$ cat src/rtl/vram_arbiter.sv
// Arbitrates one single-port video SRAM between scanout reads and a host port.
// Scanout has priority; host anti-starvation; bus turnaround on direction change.
module vram_arbiter #(
  parameter int ADDR_W        = 18,
  parameter int DATA_W        = 16,
  parameter int RD_LAT        = 2,
  parameter int HOST_MAX_WAIT = 8
) (
  input  logic              clk,
  input  logic              rst,
  input  logic              vid_req,
  input  logic [ADDR_W-1:0] vid_addr,
  input  logic              vid_urgent,
  output logic              vid_gnt,
  output logic [DATA_W-1:0] vid_rdata,
  output logic              vid_rvalid,
  input  logic              host_req,
  input  logic              host_we,
  input  logic [ADDR_W-1:0] host_addr,
  input  logic [DATA_W-1:0] host_wdata,
  output logic              host_gnt,
  output logic [DATA_W-1:0] host_rdata,
  output logic              host_rvalid,
  output logic [ADDR_W-1:0] mem_addr,
  output logic [DATA_W-1:0] mem_wdata,
  output logic              mem_we,
  output logic              mem_oe,
  input  logic [DATA_W-1:0] mem_rdata
);

  localparam int WAIT_W = $clog2(HOST_MAX_WAIT + 1);
  localparam logic [WAIT_W-1:0] WAIT_MAX = WAIT_W'(HOST_MAX_WAIT);

  // State records the bus direction issued by the previous cycle's grant.
  typedef enum logic [1:0] {IDLE, RD, WR, TURN} state_t;

  state_t            state, state_next;
  logic [WAIT_W-1:0] wait_cnt;
  logic              host_wins;
  logic              win_we;
  logic              gnt_ok;
  logic [RD_LAT:0]   pipe_valid;
  logic [RD_LAT:0]   pipe_host;

  // NOTE: every signal written here gets a default first so no latch is inferred.
  always_comb begin
    host_wins  = host_req && (!vid_req || ((wait_cnt >= WAIT_MAX) && !vid_urgent));
    win_we     = host_wins && host_we;
    gnt_ok     = 1'b0;
    state_next = IDLE;
    if (!rst && (vid_req || host_req)) begin
      case (state)
        IDLE:    gnt_ok = 1'b1;
        RD:      gnt_ok = !win_we;
        WR:      gnt_ok = win_we;
        default: gnt_ok = 1'b0;
      endcase
      if (state != TURN) begin
        state_next = gnt_ok ? (win_we ? WR : RD) : TURN;
      end
    end
    vid_gnt  = gnt_ok && !host_wins;
    host_gnt = gnt_ok && host_wins;
  end

  // NOTE: sequential state uses non-blocking assignments so all registers update together.
  always_ff @(posedge clk) begin
    if (rst) begin
      state       <= IDLE;
      wait_cnt    <= '0;
      mem_addr    <= '0;
      mem_wdata   <= '0;
      mem_we      <= 1'b0;
      mem_oe      <= 1'b0;
      pipe_valid  <= '0;
      pipe_host   <= '0;
      vid_rvalid  <= 1'b0;
      vid_rdata   <= '0;
      host_rvalid <= 1'b0;
      host_rdata  <= '0;
    end else begin
      state <= state_next;

      if (host_gnt) begin
        wait_cnt <= '0;
      end else if (host_req && (wait_cnt != WAIT_MAX)) begin
        wait_cnt <= wait_cnt + WAIT_W'(1);
      end

      mem_oe <= gnt_ok && !win_we;
      mem_we <= gnt_ok && win_we;
      if (gnt_ok) begin
        mem_addr <= host_wins ? host_addr : vid_addr;
      end
      if (gnt_ok && win_we) begin
        mem_wdata <= host_wdata;
      end

      // Stage k is valid during grant+1+k; the last stage lines up with mem_rdata.
      pipe_valid <= {pipe_valid[RD_LAT-1:0], gnt_ok && !win_we};
      pipe_host  <= {pipe_host[RD_LAT-1:0], host_wins};

      vid_rvalid  <= pipe_valid[RD_LAT] && !pipe_host[RD_LAT];
      host_rvalid <= pipe_valid[RD_LAT] && pipe_host[RD_LAT];
      if (pipe_valid[RD_LAT] && !pipe_host[RD_LAT]) begin
        vid_rdata <= mem_rdata;
      end
      if (pipe_valid[RD_LAT] && pipe_host[RD_LAT]) begin
        host_rdata <= mem_rdata;
      end
    end
  end

endmodule
$ cat config.mk
export PLATFORM = sky130hd
export DESIGN_NAME = vram_arbiter
export DESIGN_NICKNAME = d
export VERILOG_FILES = /design/src/rtl/vram_arbiter.sv
export SDC_FILE = /design/constraint.sdc
export NUM_CORES = 1
export LEC_CHECK = 0
export CAP_MARGIN = 0
export CORE_ASPECT_RATIO = 0.6
export CORE_MARGIN = 3
export CORE_UTILIZATION = 30
export DETAILED_ROUTE_END_ITERATION = 10
export GPL_ROUTABILITY_DRIVEN = 0
export SYNTH_ARGS = -nofsm -noshare
export SYNTH_HDL_FRONTEND = slang
export SYNTH_SLANG_ARGS = --single-unit
export TNS_END_PERCENT = 5
$ cat constraint.sdc
create_clock -name clk -period 1.71 [get_ports clk]
set_input_delay 0.4275 -clock clk [delete_from_list [all_inputs] [get_ports clk]]
set_output_delay 0.4275 -clock clk [all_outputs]
set_load 0.01 [all_outputs]
# ---- Word-level counts from Yosys, hierarchy flattened
# Cells that the tools add are included.
# Widths: inputs -> output; s select.
dict set report word_totals {
  output_inout_bits 72
  elab_cells 48
  ff_bits 82
  input_bits 74
}
dict set report classes {
  reduce_logical 22
  add_sub_neg 1
  n_eq_ne 4
  mux 6
  n_lt_le_gt_ge 1
  bitwise_logic 2
}
# op count
set op_table {}
lappend op_table {{$mux 18} 1}
lappend op_table {{$logic_and 1x1->1} 11}
lappend op_table {{$logic_not 1->1} 6}
lappend op_table {{$add 4x1->4 const B} 1}
lappend op_table {{$ge 4x4->1 const B} 1}
lappend op_table {{$mux 2} 2}
lappend op_table {{$ne 4x4->1 const B} 1}
lappend op_table {{$pmux 1 s3} 1}
lappend op_table {{$reduce_or 3->1} 1}
lappend op_table {{$eq 2x1->1 const B} 1}
lappend op_table {{$eq 2x2->1 const B} 1}
lappend op_table {{$logic_not 2->1} 1}
lappend op_table {{$logic_or 1x1->1} 2}
lappend op_table {{$mux 1} 2}
lappend op_table {{$ne 2x2->1 const B} 1}
lappend op_table {{$not 1->1} 2}
lappend op_table {{$reduce_or 2->1} 1}

# ---- Longest topological paths before layout
# Gate-level depths: netlist (run 1).
dict set report logic_depth {
  depth_word 11
  mapped_depth 7
  ltp_nobuf 6
}

# ---- Worst setup path after synthesis (run 1)
# No wires, ideal clock.
dict set report synth_path {
  path_type {input to output}
  start {input vid_urgent}
  end {output host_gnt}
  path_buffers 1
  slack_ns -0.069
  path_stages 4
  required_time_ns 1.282
  arrival_ns 1.352
  path_cell_list {and2b_4 -> o21ai_4 -> buf_6 -> nor4_1}
}
dict set report synth_between {
  elab_chain_len 10
}
# item line
set synth_rtl {}
lappend synth_rtl {{start: declaration} 13} ;# input logic vid_urgent,
lappend synth_rtl {{$logic_not 1->1 (*)} 47} ;# host_wins = host_req && (!vid_req || ((wait_cnt >= WAIT_MAX) && !vid_urgent));
lappend synth_rtl {{$logic_and 1x1->1 (*)} 47}
lappend synth_rtl {{$logic_or 1x1->1 (*)} 47}
lappend synth_rtl {{$logic_and 1x1->1 (*)} 47}
lappend synth_rtl {{$logic_and 1x1->1} 48} ;# win_we = host_wins && host_we;
lappend synth_rtl {{$logic_not 1->1} 54} ;# RD: gnt_ok = !win_we;
lappend synth_rtl {{$pmux 1 s3} 52} ;# case (state)
lappend synth_rtl {{$mux 1 (2 in a row)} 51} ;# if (!rst && (vid_req || host_req)) begin
lappend synth_rtl {{$logic_and 1x1->1 (*)} 63} ;# host_gnt = gnt_ok && host_wins;
lappend synth_rtl {{end: declaration} 21} ;# output logic host_gnt,
# Mark *: on every way between the ends. The rest lies on a longest branch, timed or not. The select of a mux whose other input is x is not followed.

# ---- Worst setup path in the final report (run 1)
dict set report layout_path {
  start {register wait_cnt[3]}
  end {output host_gnt}
}
dict set report layout_between {
  elab_chain_len 10
}
# item line
set layout_rtl {}
lappend layout_rtl {{start: declaration} 38} ;# logic [WAIT_W-1:0] wait_cnt;
lappend layout_rtl {{start signal: assignment} 87} ;# wait_cnt <= wait_cnt + WAIT_W'(1);
lappend layout_rtl {{$ge 4x4->1 (*)} 47}
lappend layout_rtl {{$logic_and 1x1->1 (*)} 47}
lappend layout_rtl {{$logic_or 1x1->1 (*)} 47}
lappend layout_rtl {{$logic_and 1x1->1 (*)} 47}
lappend layout_rtl {{$logic_and 1x1->1} 48}
lappend layout_rtl {{$logic_not 1->1} 54}
lappend layout_rtl {{$pmux 1 s3} 52}
lappend layout_rtl {{$mux 1 (2 in a row)} 51}
lappend layout_rtl {{$logic_and 1x1->1 (*)} 63}
# Marked as above.

==> results of run 1 <==
-- final timing paths --
kind | depth (start not counted) | endpoint | startpoint
worst max-delay path | 4 | host_gnt | wait_cnt[3]
worst min-delay path | 1 | pipe_valid[2] | pipe_valid[1]
worst max register to register | 7 | wait_cnt[0] | wait_cnt[3]
worst min register to register | 1 | pipe_valid[2] | pipe_valid[1]
-- metrics by stage --
stage	std cells	total power, mW	setup TNS (ns)
2_1_floorplan	355	2.327	0
3_3_place_gp	634	2.723	-12.66
3_5_place_dp	634	2.737	-13.90
4_1_cts	652	4.513	-0.07231
5_1_grt	652	4.644	-0.08162
6_report	652	4.443	-0.0002671
-- where the power goes --
group	internal (mW)	switching, mW	total [mW]
sequential	1.96	0.0398	2.00
clock	1.02	0.736	1.75
combinational	0.400	0.285	0.685
total	3.38	1.06	4.44
-- layer usage --
layer	GRT usage	wire length, um	up-vias
li1	-	-	1510
met1	0.2136	4620	1462
met2	0.2708	4678	64
met3	0.05014	490	14
met4	0.05329	150	0
met5	0	0	-
-- sequential cells by signal (all words and copies together) (netlist names) --
signal       cells
host_rdata      16
vid_rdata       16
mem_we           1
vid_rvalid       1
mem_wdata       16
mem_addr        18
wait_cnt         4
pipe_valid       3
pipe_host        3
host_rvalid      1
state            2
-- logic make-up after synthesis --
logic type / share of synthesized area
AND/OR/NAND/NOR: 0.1886
flip-flops: 0.5114
AO/OA/AOI/OAI: 0.1717
buffers and inverters: 0.05169
multiplexers: 0.06038
XOR/XNOR: 0.008289
adder cells (fa/ha/maj): 0.007891
-- worst max-delay path, cell delays in order (launching register included) --
cell and delay [ns]:
dfxtp_2 0.33, and2b_4 0.17, o21ai_4 0.07, nor4_2 0.22, buf_2 0.17
-- cell usage in the layout (no fill, tap or decap), drive strengths merged, types with 2 or more instances in the layout --
master / netlist / layout
clkdlybuf4s50: 0 / 134
nor2: 26 / 26
mux2i: 18 / 18
and2: 3 / 3
clkbuf: 13 / 11
a221oi: 18 / 18
dfxtp: 81 / 81
clkinv: 0 / 4
a21oi: 50 / 50
ha: 2 / 2
nand3b: 2 / 2
dlygate4sd2: 0 / 3
nand2: 100 / 100
inv: 5 / 5
a21o: 2 / 2
nand3: 2 / 2
nor2b: 6 / 6
dlymetal6s2s: 0 / 4
nand2b: 2 / 2
buf: 12 / 30
xor2: 2 / 2
-- layout make-up --
class | count | area share
Tap cell | 135 | 0.03263
Clock buffer | 11 | 0.04689
Clock inverter | 5 | 0.006043
Timing Repair Buffer | 171 | 0.3270
Inverter | 5 | 0.003626
Sequential cell | 81 | 0.3135
Multi-Input combinational cell | 244 | 0.2702
-- repair_timing --
item | in CTS | in global routing
pin swaps | 3 | 2
resized for setup | 20 | 4
setup endpoints to repair | 20 | 6
setup buffers | 2 | 0
==> metrics.md, run 1 <==
| Metric | Value |
|---|---|
| Area Growth Syn to Fin | 63.26% |
| Clk_lat worst skew | 0.33 ns |
| Drt wl/cell | 15.24 um |
| Global-route usage over all layers | 0.1660 |
| Inserted Clock Buffers | 9 |
| Syn Area/Cell | 8.931 um^2 |
| # rows | 28 |
| CTS tree | yes |
| Die footprint | 11880 um^2 |
| FF+latch count, synth | 81 |
| Vias per inst | 4.678 |
| Antenna violations before repair | 0 |
| HP Class | register to register |
| Pin count of the biggest net entering global routing | 76 |
| Reg2Reg Setup Slack | 0.18 ns |
| Actual slew at the worst max-slew pin | 0.8511 ns |
| Max-capacitance violation count | 0 |
| Fin. Hold Viols | 0 |
| Most frequent cells after synthesis | 100 x nand2_1, 81 x dfxtp_1, 49 x a21oi_1 |
| Final Net Count | 588 |
| Fin util | 0.5130 |
| Drt pass-1 iters | 4 |
| # setup viols final | 1 |
| Post-synth EDFFs | 0 |
| Place WS | -0.7093 ns |
| Dpl hpwl | 7483 um |
| Share of cells above drive strength 1 | 0.1296 |
| Number of fillers in the final layout | 936 |
| Area after DPL | 4877 um^2 |
| Period utilization | 1.000 |
| Crit. End Element | primary output |
| DRT antenna net count | 0 |
| RSZ-0062 raised after global routing | yes |
| Port Buffers | 145 |
| Critical path type | register to primary output |
| Failing checks | setup timing |
| Async set-reset flop share out of synthesis | 0 |
| Startpoint types | register |
| Setup Skew | 0.005397 ns |
| Clock tree buffer depth | 2 |
| Ports | 146 |
| PD cells | 858.3 nW/um^2 |
| Total wire length | 9939 um |
| Worst endpoint required time | 1.28 ns |
| First-pass GRT wire length | 15830 um |
| Final Max Tran Viols | 0 |
| Syn Inst Count | 355 |
| Sink Count | 81 |
| Synth top area share | 0.5114 |
| CTS root buffer | clkbuf_16 |
| Worst-path clk slew | 0.06 ns |
| Multi-input logic area | 1399 um^2 |
| ANT cells | 0 |
| Top post-synthesis cells by area | dfxtp_1 51%, nand2_1 12%, a21oi_1 7.7% |
| Slew headroom | 0.4326 |
| DRC violation count after routing | 0 |
| Overflow after GRT | 0 |
| CTS HTree Levels | 3 |
| Register area | 1623 um^2 |
| Post-route cell area | 5176 um^2 |
| Syn_nets | 431 |
| Cts hold-fix bufs | 0 |
| Yosys cell types | 35 |
| Core Area | 10090 um^2 |
| Initial Util | 0.3142 |
| Die Span X | 138.7 um |
| Mapped Area | 3171 um^2 |
| Top-count cell post-synth | nand2_1 |
| Final min period | 1.710 ns |
| Worst vdd ir | 0.5481 mV |
| Final hold slack | 0.4436 ns |
| CP Data Arrival Time | 1.28 ns |
| Ys Warns | 0 |
| Crit-path max FO | 4 |
| Status | complete, but fails checks |
| Die height | 85.63 um |
| Initial detailed-routing violation count | 125 |
| Seq/Total Area, Yosys | 0.5114 |
| Vias in the first global route | 3092 |
| Main synth FF type | dfxtp_1 |
| Max Freq | 0.5847 GHz |
| Area leader, netlist | dfxtp_1 |
| Pleak | 2.002 nW |
| Via Count | 3050 |
| Final worst slack | -0.0002671 ns |
(Power assumes the default switching activity.)
==> run 2, diff against run 1 <==
CAP_MARGIN = 40   (was 0)
GPL_TIMING_DRIVEN = 0   (was not set)
==> run 2 against run 1 <==
Compared with the run above:
- the run still ends with setup timing left
- cell count grew 0.15%
- total power grew 6.9%
- design area shrank 0.63%
- global-route usage decreased by 0.18 points
- critical path depth grew 1
- via count decreased by 1.9%
- highest routed layer unchanged
- largest cell class is now sequential cells
- critical path type is now primary input to primary output
==> metrics.md, run 2 (synthesis results as in run 1) <==
| Metric | Value |
|---|---|
| Status | complete, but fails checks |
| Failing checks | setup timing |
| Worst-path clk slew | 0.06 ns |
| # rows | 28 |
| Max FFs per register | 18 |
| DRC violation count after routing | 0 |
| RSZ-0062 raised after global routing | yes |
| Initial Util | 0.3142 |
| Net Sw Frac | 0.2207 |
| CP startpoint | rst |
| Reg power frac | 0.422 |
| Clock tree buffer depth | 2 |
| Cts hold-fix bufs | 0 |
| Via Count | 2992 |
| Pleak | 1.940 nW |
| Actual slew at the worst max-slew pin | 0.6619 ns |
| Total wire length | 9836 um |
| Worst endpoint required time | 1.28 ns |
| Setup Skew | 0.003123 ns |
| Largest Register | mem_addr |
| Crit. End Element | primary output |
| Final Net Count | 589 |
| Max-capacitance violation count | 0 |
| Die Span X | 138.7 um |
| Global-route usage over all layers | 0.1642 |
| Cell Count Post-Placement | 634 |
| Overflow after GRT | 0 |
| Drt pass-1 iters | 4 |
| Combinational power share | 0.138 |
| Critical path type | primary input to primary output |
| Area Growth Syn to Fin | 62.23% |
| Sw power | 1.049 mW |
| Final worst slack | -0.08029 ns |
| Fin. Hold Viols | 0 |
| First-pass GRT wire length | 15630 um |
| CTS tree | yes |
| Ports | 146 |
| Die height | 85.63 um |
| Period utilization | 1.047 |
| Finished Layout Cells | 653 |
| Worst vdd ir | 0.5013 mV |
| Final Max Tran Viols | 0 |
| Startpoint types | primary input |
| Die footprint | 11880 um^2 |
| Area after DPL | 4787 um^2 |
| Crit-path max FO | 5 |
| Reg2reg start | wait_cnt[3] |
| Post-route cell area | 5144 um^2 |
| Port Buffers | 144 |
| # setup viols final | 2 |
| Hold Startpoint | pipe_host[1] |
| HP Class | register to register |
| Antenna violations before repair | 0 |
| Vias in the first global route | 2931 |
| Multi-input logic area | 1403 um^2 |
| Pin count of the biggest net entering global routing | 13 |
| Drt wl/cell | 15.06 um |
| Inserted Clock Buffers | 9 |
| Share of cells above drive strength 1 | 0.09653 |
| Dpl hpwl | 7754 um |
| Vias per inst | 4.582 |
| PD cells | 923.6 nW/um^2 |
| CTS root buffer | clkbuf_16 |
| Register area | 1623 um^2 |
| Max Freq | 0.5586 GHz |
| ANT cells | 0 |
| Place WS | -1.010 ns |
| Core Area | 10090 um^2 |
| Number of fillers in the final layout | 948 |
| CP Data Arrival Time | 1.36 ns |
| DRT antenna net count | 0 |
| Slew headroom | 0.5588 |
| Initial detailed-routing violation count | 137 |
| CTS HTree Levels | 3 |
| Pint | 3.702 mW |
| Clk_lat worst skew | 0.32 ns |
| Most frequent cells in the layout | 136 x clkdlybuf4s50_1, 100 x nand2_1, 80 x dfxtp_1 |
| Clock network power share | 0.439 |
| Final min period | 1.790 ns |
| Sink Count | 81 |
| Commonest non-fill, non-tap cell in the layout | clkdlybuf4s50_1 |
-- run 2: through the flow --
stage               power, mW  utilization  hold slack, ns  setup TNS, ns
CTS                     4.810       0.5102          0.4262        -0.2019
finish                  4.751       0.5098          0.4384        -0.1276
floorplan               2.327            -          0.4138              0
global route            4.944       0.5098          0.4595         -1.120
detailed placement      2.710       0.4745          0.4271         -31.47
global placement        2.698       0.4745          0.4258         -30.19
-- run 2: area by class of cell --
class,instances,share of cell area
flip-flops and latches,81,0.3155
plain buffers,23,0.02724
well taps,135,0.03284
clock inverters,2,0.01168
clock buffers,14,0.05133
repair buffers,149,0.2851
multi-input cells,244,0.2727
inverters,5,0.003649
-- run 2: final timing paths --
check                                    end  slack, ns  cells after the start
worst max-delay path                 vid_gnt      -0.08                      5
worst min-delay path            pipe_host[2]       0.44                      1
worst max register to register  mem_addr[15]       0.03                      6
worst min register to register  pipe_host[2]       0.44                      1
-- run 2: worst max-delay path: stages --
cell and delay (ns):
dlygate4sd2_1 0.30, o21bai_2 0.24, nor2_2 0.13, and2_1 0.13
buf_2 0.13
-- run 2: power groups by stage --
| stage | registers [mW] | clock network (mW) | logic (mW) |
|---|---|---|---|
| after floorplan | 2.07 | 0 | 0.253 |
| after global placement | 2.04 | 0 | 0.656 |
| after detailed placement | 2.05 | 0 | 0.662 |
| after CTS | 2.01 | 2.13 | 0.668 |
| after global routing | 2.02 | 2.22 | 0.713 |
| final | 2.01 | 2.09 | 0.658 |
-- run 2: what timing repair did --
item / in CTS / in global routing
endpoints found under the setup margin: 63 / 32
pin swaps: 2 / 2
resized for setup: 21 / 4
setup buffers: 5 / 0
-- run 2: layer usage --
layer  wire, um  vias up  track usage
met4         93        0      0.03996
met3        450        8      0.04345
met2       4357       63       0.2482
met1       4934     1401       0.2353
li1           -     1520            -
met5          0        -            0
==> run 3, diff against run 2 <==
CORE_MARGIN = 2   (was 3)
CTS_CLUSTER_DIAMETER = 30   (was not set)
==> run 3 against run 2 <==
Compared with the run above:
- the run still ends with setup timing left
- via count fell by 0.13%
- count of clock-buffer cells in the layout decreased by 4
- worst setup slack better by 0.030 ns
- core utilization is 1.7 points lower
- hold slack worse by 0.0050 ns
- routed wire length shrank 5.3%
==> metrics.md, run 3 (synthesis results as in run 1) <==
| Metric | Value |
|---|---|
| Status | complete, but fails checks |
| Failing checks | setup timing |
| Met1 Track Usage GR | 0.2275 |
| Period utilization | 1.030 |
| Final Net Count | 588 |
| CTS root buffer | clkbuf_16 |
| Place WS | -1.006 ns |
| Worst endpoint required time | 1.28 ns |
| First-pass GRT wire length | 15120 um |
| Max stage delay on crit path | 0.33 ns |
| CP Data Arrival Time | 1.33 ns |
| Post-route cell area | 5132 um^2 |
| Final min period | 1.761 ns |
| Pin count of the biggest net entering global routing | 14 |
| DRC violation count after routing | 0 |
| Slew headroom | 0.5175 |
| # rows | 29 |
| Vias per inst | 4.548 |
| Crit-path slowest cell | dfxtp_2 |
| Max Freq | 0.5680 GHz |
| Core Area | 10410 um^2 |
| Global routing's busiest layer | met2 |
| Overall power | 4.561 mW |
| Inserted Clock Buffers | 9 |
| Ports | 146 |
| Die Span X | 136.7 um |
| Most frequent cells in the layout | 137 x clkdlybuf4s50_1, 100 x nand2_1, 80 x dfxtp_1 |
| Reg power frac | 0.440 |
| Startpoint types | register |
| PD cells | 888.7 nW/um^2 |
| Drt wl/cell | 14.18 um |
| # setup viols final | 2 |
| Worst-path clk slew | 0.06 ns |
| Actual slew at the worst max-slew pin | 0.7238 ns |
| Net Sw Frac | 0.2319 |
| HP Class | register to register |
| Global-route usage over all layers | 0.1687 |
| Overflow after GRT | 0 |
| Sink Count | 81 |
| Initial detailed-routing violation count | 102 |
| Vias in the first global route | 3081 |
| Critical path type | register to primary output |
| Worst vdd ir | 0.6777 mV |
| CTS tree | yes |
| Via Count | 2988 |
| Fin. Hold Viols | 0 |
| DRT antenna net count | 0 |
| Met3 usage | 0.05647 |
| Pint | 3.503 mW |
| Max FFs per register | 18 |
| Port Buffers | 144 |
| RSZ-0062 raised after global routing | yes |
| Drt pass-1 iters | 4 |
| Clock tree buffer depth | 2 |
| Initial Util | 0.3045 |
| Pleak | 1.907 nW |
| Final worst slack | -0.05069 ns |
| CTS HTree Levels | 3 |
| Die footprint | 11430 um^2 |
| Combinational power share | 0.146 |
| Max-capacitance violation count | 0 |
| Largest Register | mem_addr |
| Antenna violations before repair | 1 |
| Share of cells above drive strength 1 | 0.1025 |
| Area after DPL | 4792 um^2 |
| Total wire length | 9318 um |
| Final Max Tran Viols | 0 |
| Clk_lat worst skew | 0.33 ns |
| Dpl hpwl | 7325 um |
| Clock network power share | 0.414 |
| Crit-path max FO | 4 |
| Cell Chain, Critical Path | and2b_4 > o21ai_4 > nor4_4 > buf_2 |
| GR Util met2 | 0.2527 |
| Sw power | 1.058 mW |
| Setup Skew | 0.007512 ns |
| Die height | 83.63 um |
| Commonest non-fill, non-tap cell in the layout | clkdlybuf4s50_1 |
| Crit. End Element | primary output |
| Area Growth Syn to Fin | 61.88% |
run 3: cell types whose count changed in the layout (fill, tap and decap cells not counted), moves of 2 or more:
cell and change:
clkinv_2 +4, clkbuf_1 -3, buf_4 -2, clkbuf_2 +2
run 3: final timing paths:
kind	from	endpoint	slack (ns)	cells past startpoint
worst max register to register	wait_cnt[3]	wait_cnt[3]	0.15	5
worst max-delay path	wait_cnt[3]	host_gnt	-0.05	4
worst min register to register	pipe_host[0]	pipe_host[1]	0.43	1
worst min-delay path	pipe_host[0]	pipe_host[1]	0.43	1
run 3: metal layers:
layer	routed length, um	part of all wire
met4	107	0.011
met2	4109	0.44
met3	522	0.056
met5	0	0
met1	4578	0.49
run 3: power by group through the flow:
stage	clock [mW]	sequential [mW]	combinational (mW)
floorplan	0	2.07	0.253
global placement	0	2.04	0.652
detailed placement	0	2.05	0.660
CTS	1.94	2.01	0.665
global route	2.03	2.02	0.716
finish	1.89	2.01	0.664
run 3: stage by stage:
step | cells | hold WS (ns) | TNS, ns | util
finish | 657 | 0.4333 | -0.07637 | 0.4929
global route | 657 | 0.4667 | -0.2315 | 0.4929
CTS | 657 | 0.4294 | -0.1974 | 0.4907
detailed placement | 638 | 0.4233 | -30.01 | 0.4602
global placement | 638 | 0.4282 | -29.42 | 0.4602
floorplan | 355 | 0.4138 | 0 | -
run 3: final cells by class:
class                      instances  area (um^2)
inverter                           5        18.77
tap                              139        173.9
timing repair buffer             147         1450
clock buffer                      10        239.0
clock inverter                     6        57.56
antenna                            1        2.502
multi-input combinational        244         1423
fill                            1020         5281
sequential                        81         1623
buffer                            24        145.1
run 3: critical path, delay by kind of cell, from the launching register on:
family                 cells  cell delay, ns
buffers and inverters      1            0.17
and+or+nand+nor            2            0.43
AOI/OAI and AO/OA          1            0.07
DFF                        1            0.33
run 3: repair_timing:
| item | in CTS | in global routing |
|---|---|---|
| pin swaps | 2 | 4 |
| setup buffers | 3 | 0 |
| hold buffers | 0 | 0 |
| hold endpoints to repair | 0 | 0 |
| endpoints found under the setup margin | 38 | 25 |
| gates resized for setup | 20 | 10 |
